[config.mk]
export PLATFORM = sky130hd
export DESIGN_NAME = tdoa_solve_scheduler
export DESIGN_NICKNAME = d
export VERILOG_FILES = /design/src/rtl/tdoa_solve_scheduler.sv
export SDC_FILE = /design/constraint.sdc
export NUM_CORES = 1
export LEC_CHECK = 0
export CAP_MARGIN = 20
export CELL_PAD_IN_SITES_DETAIL_PLACEMENT = 1
export CELL_PAD_IN_SITES_GLOBAL_PLACEMENT = 2
export CORE_AREA = 2 2 534 536
export CTS_CLUSTER_DIAMETER = 100
export DETAILED_ROUTE_END_ITERATION = 12
export DIE_AREA = 0 0 536 538
export GPL_ROUTABILITY_DRIVEN = 1
export PLACE_DENSITY_LB_ADDON = 0.1
export SLEW_MARGIN = 5
export SYNTH_ARGS = -nofsm -noshare
export SYNTH_HDL_FRONTEND = slang
export SYNTH_SLANG_ARGS = --single-unit
[constraint.sdc]
create_clock -name clk -period 5.7 [get_ports clk]
set_clock_uncertainty 0.15 [all_clocks]
set_input_delay 1.14 -clock clk [delete_from_list [all_inputs] [get_ports clk]]
set_output_delay 1.14 -clock clk [all_outputs]
set_load 0.01 [all_outputs]
[src/rtl/tdoa_solve_scheduler.sv]
`default_nettype none
// ============================================================================
// Module   : tdoa_solve_scheduler
// Purpose  : Time-shares a single tdoa_solver among N_REQ track channels.
//            Channels are granted round-robin. The granted measurement set is
//            held in registers that feed the solver. The solver's busy
//            envelope is tracked, and a tagged status is returned per solve.
//            A watchdog aborts solves that never finish.
// Revision : 1.0 - initial release
// ----------------------------------------------------------------------------
// Ports
//   clk, rst_n          : clock, asynchronous active-low reset
//   enable              : permits new grants (an in-flight solve always ends)
//   req_valid/tdoa/mask : per-channel request and measurement set
//   req_ready           : one-hot grant pulse, combinational in IDLE
//   slv_*  (out)        : held measurement set and strobe to the solver
//   slv_*  (in)         : solver busy and result flags
//   rsp_valid/id/status : one-cycle completion pulse with channel tag
//   stat_timeouts       : saturating count of watchdog aborts
//   idle                : scheduler is in IDLE
// ============================================================================
module tdoa_solve_scheduler #(
  parameter int N_REQ          = 4,
  parameter int MAX_RECEIVERS  = 8,
  parameter int TDOA_WIDTH     = 32,
  parameter int TIMEOUT_CYCLES = 4096
) (
  input  logic                                             clk,
  input  logic                                             rst_n,
  input  logic                                             enable,
  input  logic [N_REQ-1:0]                                 req_valid,
  input  logic [N_REQ-1:0][MAX_RECEIVERS-1:0][TDOA_WIDTH-1:0] req_tdoa,
  input  logic [N_REQ-1:0][MAX_RECEIVERS-1:0]              req_mask,
  output logic [N_REQ-1:0]                                 req_ready,
  output logic [MAX_RECEIVERS-1:0][TDOA_WIDTH-1:0]         slv_tdoa_meas,
  output logic [MAX_RECEIVERS-1:0]                         slv_tdoa_valid,
  output logic                                             slv_meas_strobe,
  input  logic                                             slv_busy,
  input  logic                                             slv_position_valid,
  input  logic                                             slv_err_insuff,
  input  logic                                             slv_err_noconv,
  output logic                                             rsp_valid,
  output logic [$clog2(N_REQ)-1:0]                         rsp_id,
  output logic [1:0]                                       rsp_status,
  output logic [15:0]                                      stat_timeouts,
  output logic                                             idle
);

  localparam int ID_W = $clog2(N_REQ);
  localparam int WD_W = $clog2(TIMEOUT_CYCLES + 1);

  localparam logic [2:0] S_IDLE       = 3'd0;
  localparam logic [2:0] S_ISSUE      = 3'd1;
  localparam logic [2:0] S_WAIT_START = 3'd2;
  localparam logic [2:0] S_RUN        = 3'd3;
  localparam logic [2:0] S_RESPOND    = 3'd4;
  localparam logic [2:0] S_RECOVER    = 3'd5;

  localparam logic [1:0] ST_OK      = 2'b00;
  localparam logic [1:0] ST_INSUFF  = 2'b01;
  localparam logic [1:0] ST_NOCONV  = 2'b10;
  localparam logic [1:0] ST_TIMEOUT = 2'b11;

  localparam logic [WD_W-1:0] WD_LAST = WD_W'(TIMEOUT_CYCLES - 1);
  localparam logic [ID_W-1:0] ID_LAST = ID_W'(N_REQ - 1);

  logic [2:0]                               state_q, state_d;
  logic [ID_W-1:0]                          id_q, id_d;
  logic [ID_W-1:0]                          rr_ptr_q, rr_ptr_d;
  logic [MAX_RECEIVERS-1:0][TDOA_WIDTH-1:0] tdoa_q, tdoa_d;
  logic [MAX_RECEIVERS-1:0]                 mask_q, mask_d;
  logic [1:0]                               status_q, status_d;
  logic                                     recover_q, recover_d;
  logic [WD_W-1:0]                          wd_q, wd_d;
  logic [15:0]                              stat_to_q, stat_to_d;

  // No-convergence is the fall-through outcome when neither position_valid
  // nor insufficient-Rx is set, so the solver's explicit flag adds nothing.
  logic noconv_unused;
  assign noconv_unused = slv_err_noconv;

  // Round-robin search: first valid channel at or after rr_ptr, cyclically.
  logic            sel_found;
  logic [ID_W-1:0] sel_idx;
  int              cand;
  logic [ID_W-1:0] cand_idx;

  always_comb begin
    sel_found = 1'b0;
    sel_idx   = '0;
    cand      = 0;
    cand_idx  = '0;
    for (int k = 0; k < N_REQ; k++) begin
      cand = int'(rr_ptr_q) + k;
      if (cand >= N_REQ) cand = cand - N_REQ;
      cand_idx = ID_W'(cand);
      if (!sel_found && req_valid[cand_idx]) begin
        sel_found = 1'b1;
        sel_idx   = cand_idx;
      end
    end
  end

  logic grant;
  assign grant = (state_q == S_IDLE) && enable && sel_found;

  always_comb begin
    req_ready = '0;
    if (grant) req_ready[sel_idx] = 1'b1;
  end

  always_comb begin
    state_d   = state_q;
    id_d      = id_q;
    rr_ptr_d  = rr_ptr_q;
    tdoa_d    = tdoa_q;
    mask_d    = mask_q;
    status_d  = status_q;
    recover_d = recover_q;
    wd_d      = wd_q;
    stat_to_d = stat_to_q;

    case (state_q)
      S_IDLE: begin
        if (grant) begin
          id_d    = sel_idx;
          tdoa_d  = req_tdoa[sel_idx];
          mask_d  = req_mask[sel_idx];
          state_d = S_ISSUE;
        end
      end

      S_ISSUE: begin
        wd_d      = '0;
        recover_d = 1'b0;
        state_d   = S_WAIT_START;
      end

      S_WAIT_START, S_RUN: begin
        wd_d = wd_q + 1'b1;
        // A solve that finishes on the watchdog's last cycle counts as done.
        if (state_q == S_RUN && !slv_busy) begin
          if (slv_position_valid)  status_d = ST_OK;
          else if (slv_err_insuff) status_d = ST_INSUFF;
          else                     status_d = ST_NOCONV;
          state_d = S_RESPOND;
        end else if (wd_q == WD_LAST) begin
          status_d  = ST_TIMEOUT;
          recover_d = 1'b1;
          if (stat_to_q != 16'hFFFF) stat_to_d = stat_to_q + 16'd1;
          state_d   = S_RESPOND;
        end else if (state_q == S_WAIT_START && slv_busy) begin
          state_d = S_RUN;
        end
      end

      S_RESPOND: begin
        rr_ptr_d = (id_q == ID_LAST) ? '0 : id_q + 1'b1;
        state_d  = recover_q ? S_RECOVER : S_IDLE;
      end

      S_RECOVER: begin
        // A hung solver must drop busy before it may be strobed again.
        if (!slv_busy) state_d = S_IDLE;
      end

      default: state_d = S_IDLE;
    endcase
  end

  always_ff @(posedge clk or negedge rst_n) begin
    if (!rst_n) begin
      state_q   <= S_IDLE;
      id_q      <= '0;
      rr_ptr_q  <= '0;
      tdoa_q    <= '0;
      mask_q    <= '0;
      status_q  <= ST_OK;
      recover_q <= 1'b0;
      wd_q      <= '0;
      stat_to_q <= '0;
    end else begin
      state_q   <= state_d;
      id_q      <= id_d;
      rr_ptr_q  <= rr_ptr_d;
      tdoa_q    <= tdoa_d;
      mask_q    <= mask_d;
      status_q  <= status_d;
      recover_q <= recover_d;
      wd_q      <= wd_d;
      stat_to_q <= stat_to_d;
    end
  end

  assign slv_tdoa_meas   = tdoa_q;
  assign slv_tdoa_valid  = mask_q;
  assign slv_meas_strobe = (state_q == S_ISSUE);
  assign rsp_valid       = (state_q == S_RESPOND);
  assign rsp_id          = id_q;
  assign rsp_status      = status_q;
  assign stat_timeouts   = stat_to_q;
  assign idle            = (state_q == S_IDLE);

endmodule
`default_nettype wire

### After elaboration in Yosys (flattened, before gate mapping)

Cells that the tools add are included.

| word-level totals | value |
|---|---|
| bits in registers | 303 |
| bits of input ports | 1067 |
| output and inout port bits | 291 |
| logic and storage cells | 114 |

| operators by class | value |
|---|---|
| add/sub/neg operators | 10 |
| magnitude comparators | 10 |
| equality and inequality tests | 13 |
| mux-type cells | 43 |
| bitwise logic cells | 1 |
| reduce and logical (&&, ||, !) cells | 21 |

Operators with widths:

| operator | count |
|---|---|
| $bmux 256 s2 | 1 |
| $mux 256 | 1 |
| $mux 2 | 13 |
| $pmux 13 s2 | 1 |
| $mux 3 | 6 |
| $add 16x1->16 const B | 1 |
| $bmux 8 s2 | 1 |
| $ne 16x16->1 const B | 1 |
| $lt 2x3->1 const B | 5 |
| $pmux 3 s5 | 1 |
| $add 13x1->13 const B | 1 |
| $eq 13x12->1 const B | 1 |
| $mux 1 | 11 |
| $ge 3x3->1 const B | 3 |
| $bmux 1 s2 | 4 |
| $logic_and 1x1->1 | 8 |
| $mux 8 | 1 |
| $sub 2x1->2 const B | 4 |
| $add 2x2->3 const B | 2 |
| $eq 3x2->1 const B | 2 |
| $eq 3x3->1 const B | 2 |
| $ne 2x2->1 const B | 3 |
| $reduce_and 3->1 | 2 |
| $logic_not 1->1 | 4 |
| 17 further kinds | 19 |

### Logic depth before layout (Yosys ltp)

| logic depth | value |
|---|---|
| word-level depth | 19 |
| gate-level depth with buffers | 9 |
| depth with buffers taken out | 6 |

### Least setup slack after synthesis

Ideal clock, no wire load.

| path | value |
|---|---|
| path kind | in2out |
| from | input req_valid[0] |
| to | output req_ready[1] |
| data arrival time | 2.511 ns |
| data required time | 4.410 ns |
| slack | 1.899 ns |
| stages on the path | 8 |
| buffers on the path | 4 |
| cell sequence | buf_2 > o41a_1 > and2_1 > buf_2 > nand2_4 > buf_4 > buf_2 > nor2_1 |

| between the ends | value |
|---|---|
| cells in the longest elaborated chain, start to end | 17 |
| elaborated cells on any way between the ends | 29 |
| classes of those cells | 2 x order compare; 19 x mux; 8 x reduce/logical |

RTL lines:

| element | RTL line | RTL |
|---|---|---|
| from (decl) | 31 | `input logic [N_REQ-1:0] req_valid,` |
| $bmux 1 s2 | 97 | `if (!sel_found && req_valid[cand_idx]) begin` |
| $mux 1 (implied by the code) | 97 |  |
| $mux 1 | 97 |  |
| $logic_not 1->1 | 97 |  |
| $logic_and 1x1->1 | 97 |  |
| $mux 1 | 97 |  |
| $logic_not 1->1 | 97 |  |
| $logic_and 1x1->1 | 97 |  |
| $mux 1 | 97 |  |
| $logic_not 1->1 | 97 |  |
| $logic_and 1x1->1 | 97 |  |
| $mux 2 | 97 |  |
| $lt 2x3->1 (implied by the code) or $ge 2x1->1 (tied branches) | 109 | `if (grant) req_ready[sel_idx] = 1'b1;` |
| $logic_and 1x1->1 (implied by the code) | 109 |  |
| $mux 1 (implied by the code) | 109 |  |
| $demux 1 s2 | 109 |  |
| $mux 4 * | 109 |  |
| to (decl) | 34 | `output logic [N_REQ-1:0] req_ready,` |

Every way passes the cells marked *; elsewhere a longest branch is shown, timed or not. The select of a mux whose other input is x is not followed.

### Worst setup path after layout

| path | value |
|---|---|
| from | input req_valid[2] |
| to | output req_ready[3] |

Same word-level chain as after synthesis.

==> impl_metrics.json <==
{
  "synth.top_cell.area_share_pct": 46.2,
  "core_area_sq_um": 283000,
  "place_inst": 6512,
  "post_dp_cell_area_sq_um": 34400,
  "viasPerCell": 3.10,
  "gp_congestion": 0.741,
  "regToRegSetupSlack_ns": 2.35,
  "hold_buffers": 0,
  "relSlewSlack_pct": 31.3,
  "grt.total_usage_pct": 13.1,
  "cts_buffers": 60,
  "ys_types": 55,
  "fin_crit_sh_pct": 84.9,
  "register_area_sq_um": 7580,
  "place_ws_ns": 0.851,
  "worst_slack_ns": 0.860,
  "cts_sinks": 303,
  "syn_to_final_growth_pct": 123,
  "ys_ff_latch": 303,
  "hold_violations": 0,
  "clk-insertion-delay-late_ns": 0.68,
  "grt_first_pass_wirelength_mm": 248,
  "final_cell_mix": "clkdlybuf4s50_1, dfrtp_1, mux2i_1, o21ai_0, a222oi_1",
  "h-tree-depth": 2,
  "period_minus_slack_ns": 4.84,
  "status": "finished, final reports clean",
  "critPathCapture": "req_ready[3]",
  "synthFlopType": "dfrtp_1",
  "drt_iter0_drc": 1698,
  "rr_worst_depth": 7,
  "netlist_top_cells_area": "dfrtp_1, mux2i_1, a222oi_1",
  "setup_tns_ns": 0,
  "final_nets": 3882,
  "wire_per_inst_um": 29.8,
  "initial_core_util_pct": 5.80,
  "syn_area_sq_um": 16400,
  "ctsResizeCount": 0,
  "rsz0062_at_grt": "no",
  "rows": 196,
  "critPathLaunchType": "primary input",
  "vdd_drop_max_v": 0.000254,
  "synth_top_cell_by_area": "dfrtp_1",
  "rr_startpoint": "rr_ptr_q[1]$_DFFE_PN0N_",
  "postSynthAreaPerCell_sq_um": 10.9,
  "drt-total-wl_mm": 199,
  "clk_pin_slew_worst_paths_ns": 0.06,
  "numPortBuffers": 1356,
  "tightest_slew_ns": 1.03,
  "die-height_um": 538,
  "worstSetupEndpointType": "output port",
  "crit_start": "req_valid[2]",
  "yosysSeqAreaShare_pct": 46.2,
  "multiInputGateArea_sq_um": 8040,
  "clockBufferDepth": 3,
  "fin_cells": 6666,
  "grt_max_degree": 109,
  "firstDrtPassIters": 9,
  "vias": 20600,
  "fillers": 32800,
  "slowest_stage": "clkdlybuf4s50_1",
  "ant_nets": 0,
  "slew_viol_final": 0,
  "cp_slowest_stage_delay_ns": 0.66,
  "drc": 0,
  "power_density_nw_per_um2": 418,
  "hold_path.class": "in2async",
  "layout_commonest_cell": "clkdlybuf4s50_1",
  "reg2reg_to": "slv_tdoa_meas[253]$_DFFE_PN0P_",
  "cp_common_cell": "clkdlybuf4s50_1",
  "timing.fmax_mhz": 207,
  "hpwl_mm": 160,
  "synth_nets": 2582,
  "power_mw": 15.3,
  "first_global_vias": 22300,
  "yosysWarningCount": 0,
  "drv_cap": 0,
  "cts_setup_buffers": 0,
  "fin_area_sq_um": 36500,
  "crit_chain": "clkdlybuf4s50_1 > mux2i_1 > nor2_1 > a311oi_2 > and3_1 > clkdlybuf4s50_1",
  "cts_root_buffer": "clkbuf_16",
  "io_pins": 1358,
  "synth-edff-count": 0,
  "finalSetupViolCount": 0,
  "postSynth.asyncResetShare_pct": 100,
  "cts_tree": "yes",
  "cp_max_fo": 10,
  "crit_arrival_ns": 3.55,
  "synthCells": 1512,
  "die-area_sq_um": 288000,
  "antenna_found_initial": 139,
  "leakage_nw": 12.9,
  "die_width_um": 536,
  "overflow": 0,
  "required_ns": 4.41,
  "drive_above_1_share_pct": 5.56,
  "timing.setup.critical_path_class": "in2out"
}
-- critical path, delay by kind of cell --
| family | cells | cell delay (ns) |
|---|---|---|
| buf+inv | 2 | 1.26 |
| compound gates | 1 | 0.53 |
| simple gates | 2 | 0.38 |
| mux | 1 | 0.23 |
-- how the worst min path moves through the flow --
stage / startpoint / endpoint / slack (ns) / cells after the start
5_1_grt: rst_n / slv_tdoa_meas[172]$_DFFE_PN0P_ / 0.30 / 1
3_5_place_dp: wd_q[11]$_DFFE_PN0P_ / wd_q[11]$_DFFE_PN0P_ / 0.33 / 1
2_1_floorplan: wd_q[11]$_DFFE_PN0P_ / wd_q[11]$_DFFE_PN0P_ / 0.30 / 1
3_3_place_gp: rsp_status[0]$_DFFE_PN0P_ / rsp_status[0]$_DFFE_PN0P_ / 0.34 / 1
4_1_cts: rst_n / slv_tdoa_meas[172]$_DFFE_PN0P_ / 0.27 / 1
6_report: rst_n / slv_tdoa_meas[172]$_DFFE_PN0P_ / 0.31 / 1
-- per-layer routing --
layer	track usage [%]	share of wire, %	vias up
met5	0	0.27	-
met4	4.69	3.0	88
met3	6.51	11	301
met2	22.1	48	1161
met1	14.0	37	10200
li1	-	-	8900
-- power breakdown --
part | internal, mW | switching, mW | total (mW)
sequential | 3.07 | 0.902 | 3.97
combinational | 3.51 | 3.90 | 7.41
clock | 2.37 | 1.54 | 3.91
-- through the flow --
step,hold slack [ns],utilization (%)
CTS,0.267,12.9
finish,0.305,12.9
floorplan,0.295,-
global route,0.296,12.9
detailed placement,0.330,12.1
global placement,0.343,12.1
-- layout make-up --
| class | count | share of cell area [%] |
|---|---|---|
| sequential | 303 | 20.7 |
| timing repair buffer | 1399 | 38.4 |
| inverter | 7 | 0.0719 |
| clock inverter | 19 | 0.647 |
| clock buffer | 92 | 4.91 |
| multi-input combinational | 1041 | 22.0 |
| tap | 3762 | 12.9 |
| antenna | 43 | 0.294 |
-- kinds of logic (layout without fill, tap and decap cells) --
| group | count (synthesis) | count (layout) | share of synthesized area (%) |
|---|---|---|---|
| mux | 269 | 269 | 16.4 |
| flops | 303 | 303 | 46.2 |
| compound gates | 587 | 587 | 26.6 |
| xor+xnor | 14 | 14 | 0.747 |
| simple gates | 168 | 168 | 4.75 |
| fa+ha+maj | 3 | 3 | 0.229 |
| other cells | 0 | 43 | 0 |
| buf+inv | 168 | 1517 | 5.09 |
-- flip-flops by register name, indices dropped and copies added (netlist names) --
| name | flops |
|---|---|
| slv_tdoa_meas | 256 |
| stat_timeouts | 16 |
| wd_q | 13 |
| slv_tdoa_valid | 8 |
| state_q | 3 |
| rr_ptr_q | 2 |
| rsp_id | 2 |
| rsp_status | 2 |
| recover_q | 1 |
-- synthesized netlist by cell type (2+ instances only) --
master and n:
dfrtp_1 303, mux2i_1 266, o21ai_0 209, a222oi_1 206, nor2_1 81, clkbuf_1 71
o22ai_1 59, a221oi_1 58, buf_2 47, buf_4 35, nand2_1 30, o21ai_1 21
nand3_1 14, xnor2_1 13, nand4_1 12, a21oi_1 10, a31oi_1 7, inv_1 7
and3_1 6, buf_1 6, nor3_1 4, ha_1 3, mux2_2 3, nor2b_1 3
and2_1 2, buf_6 2, nand2b_1 2, nor4_1 2, o221a_2 2, o31ai_1 2
o32a_1 2
No activity file was read; power rests on OpenSTA's default activity.
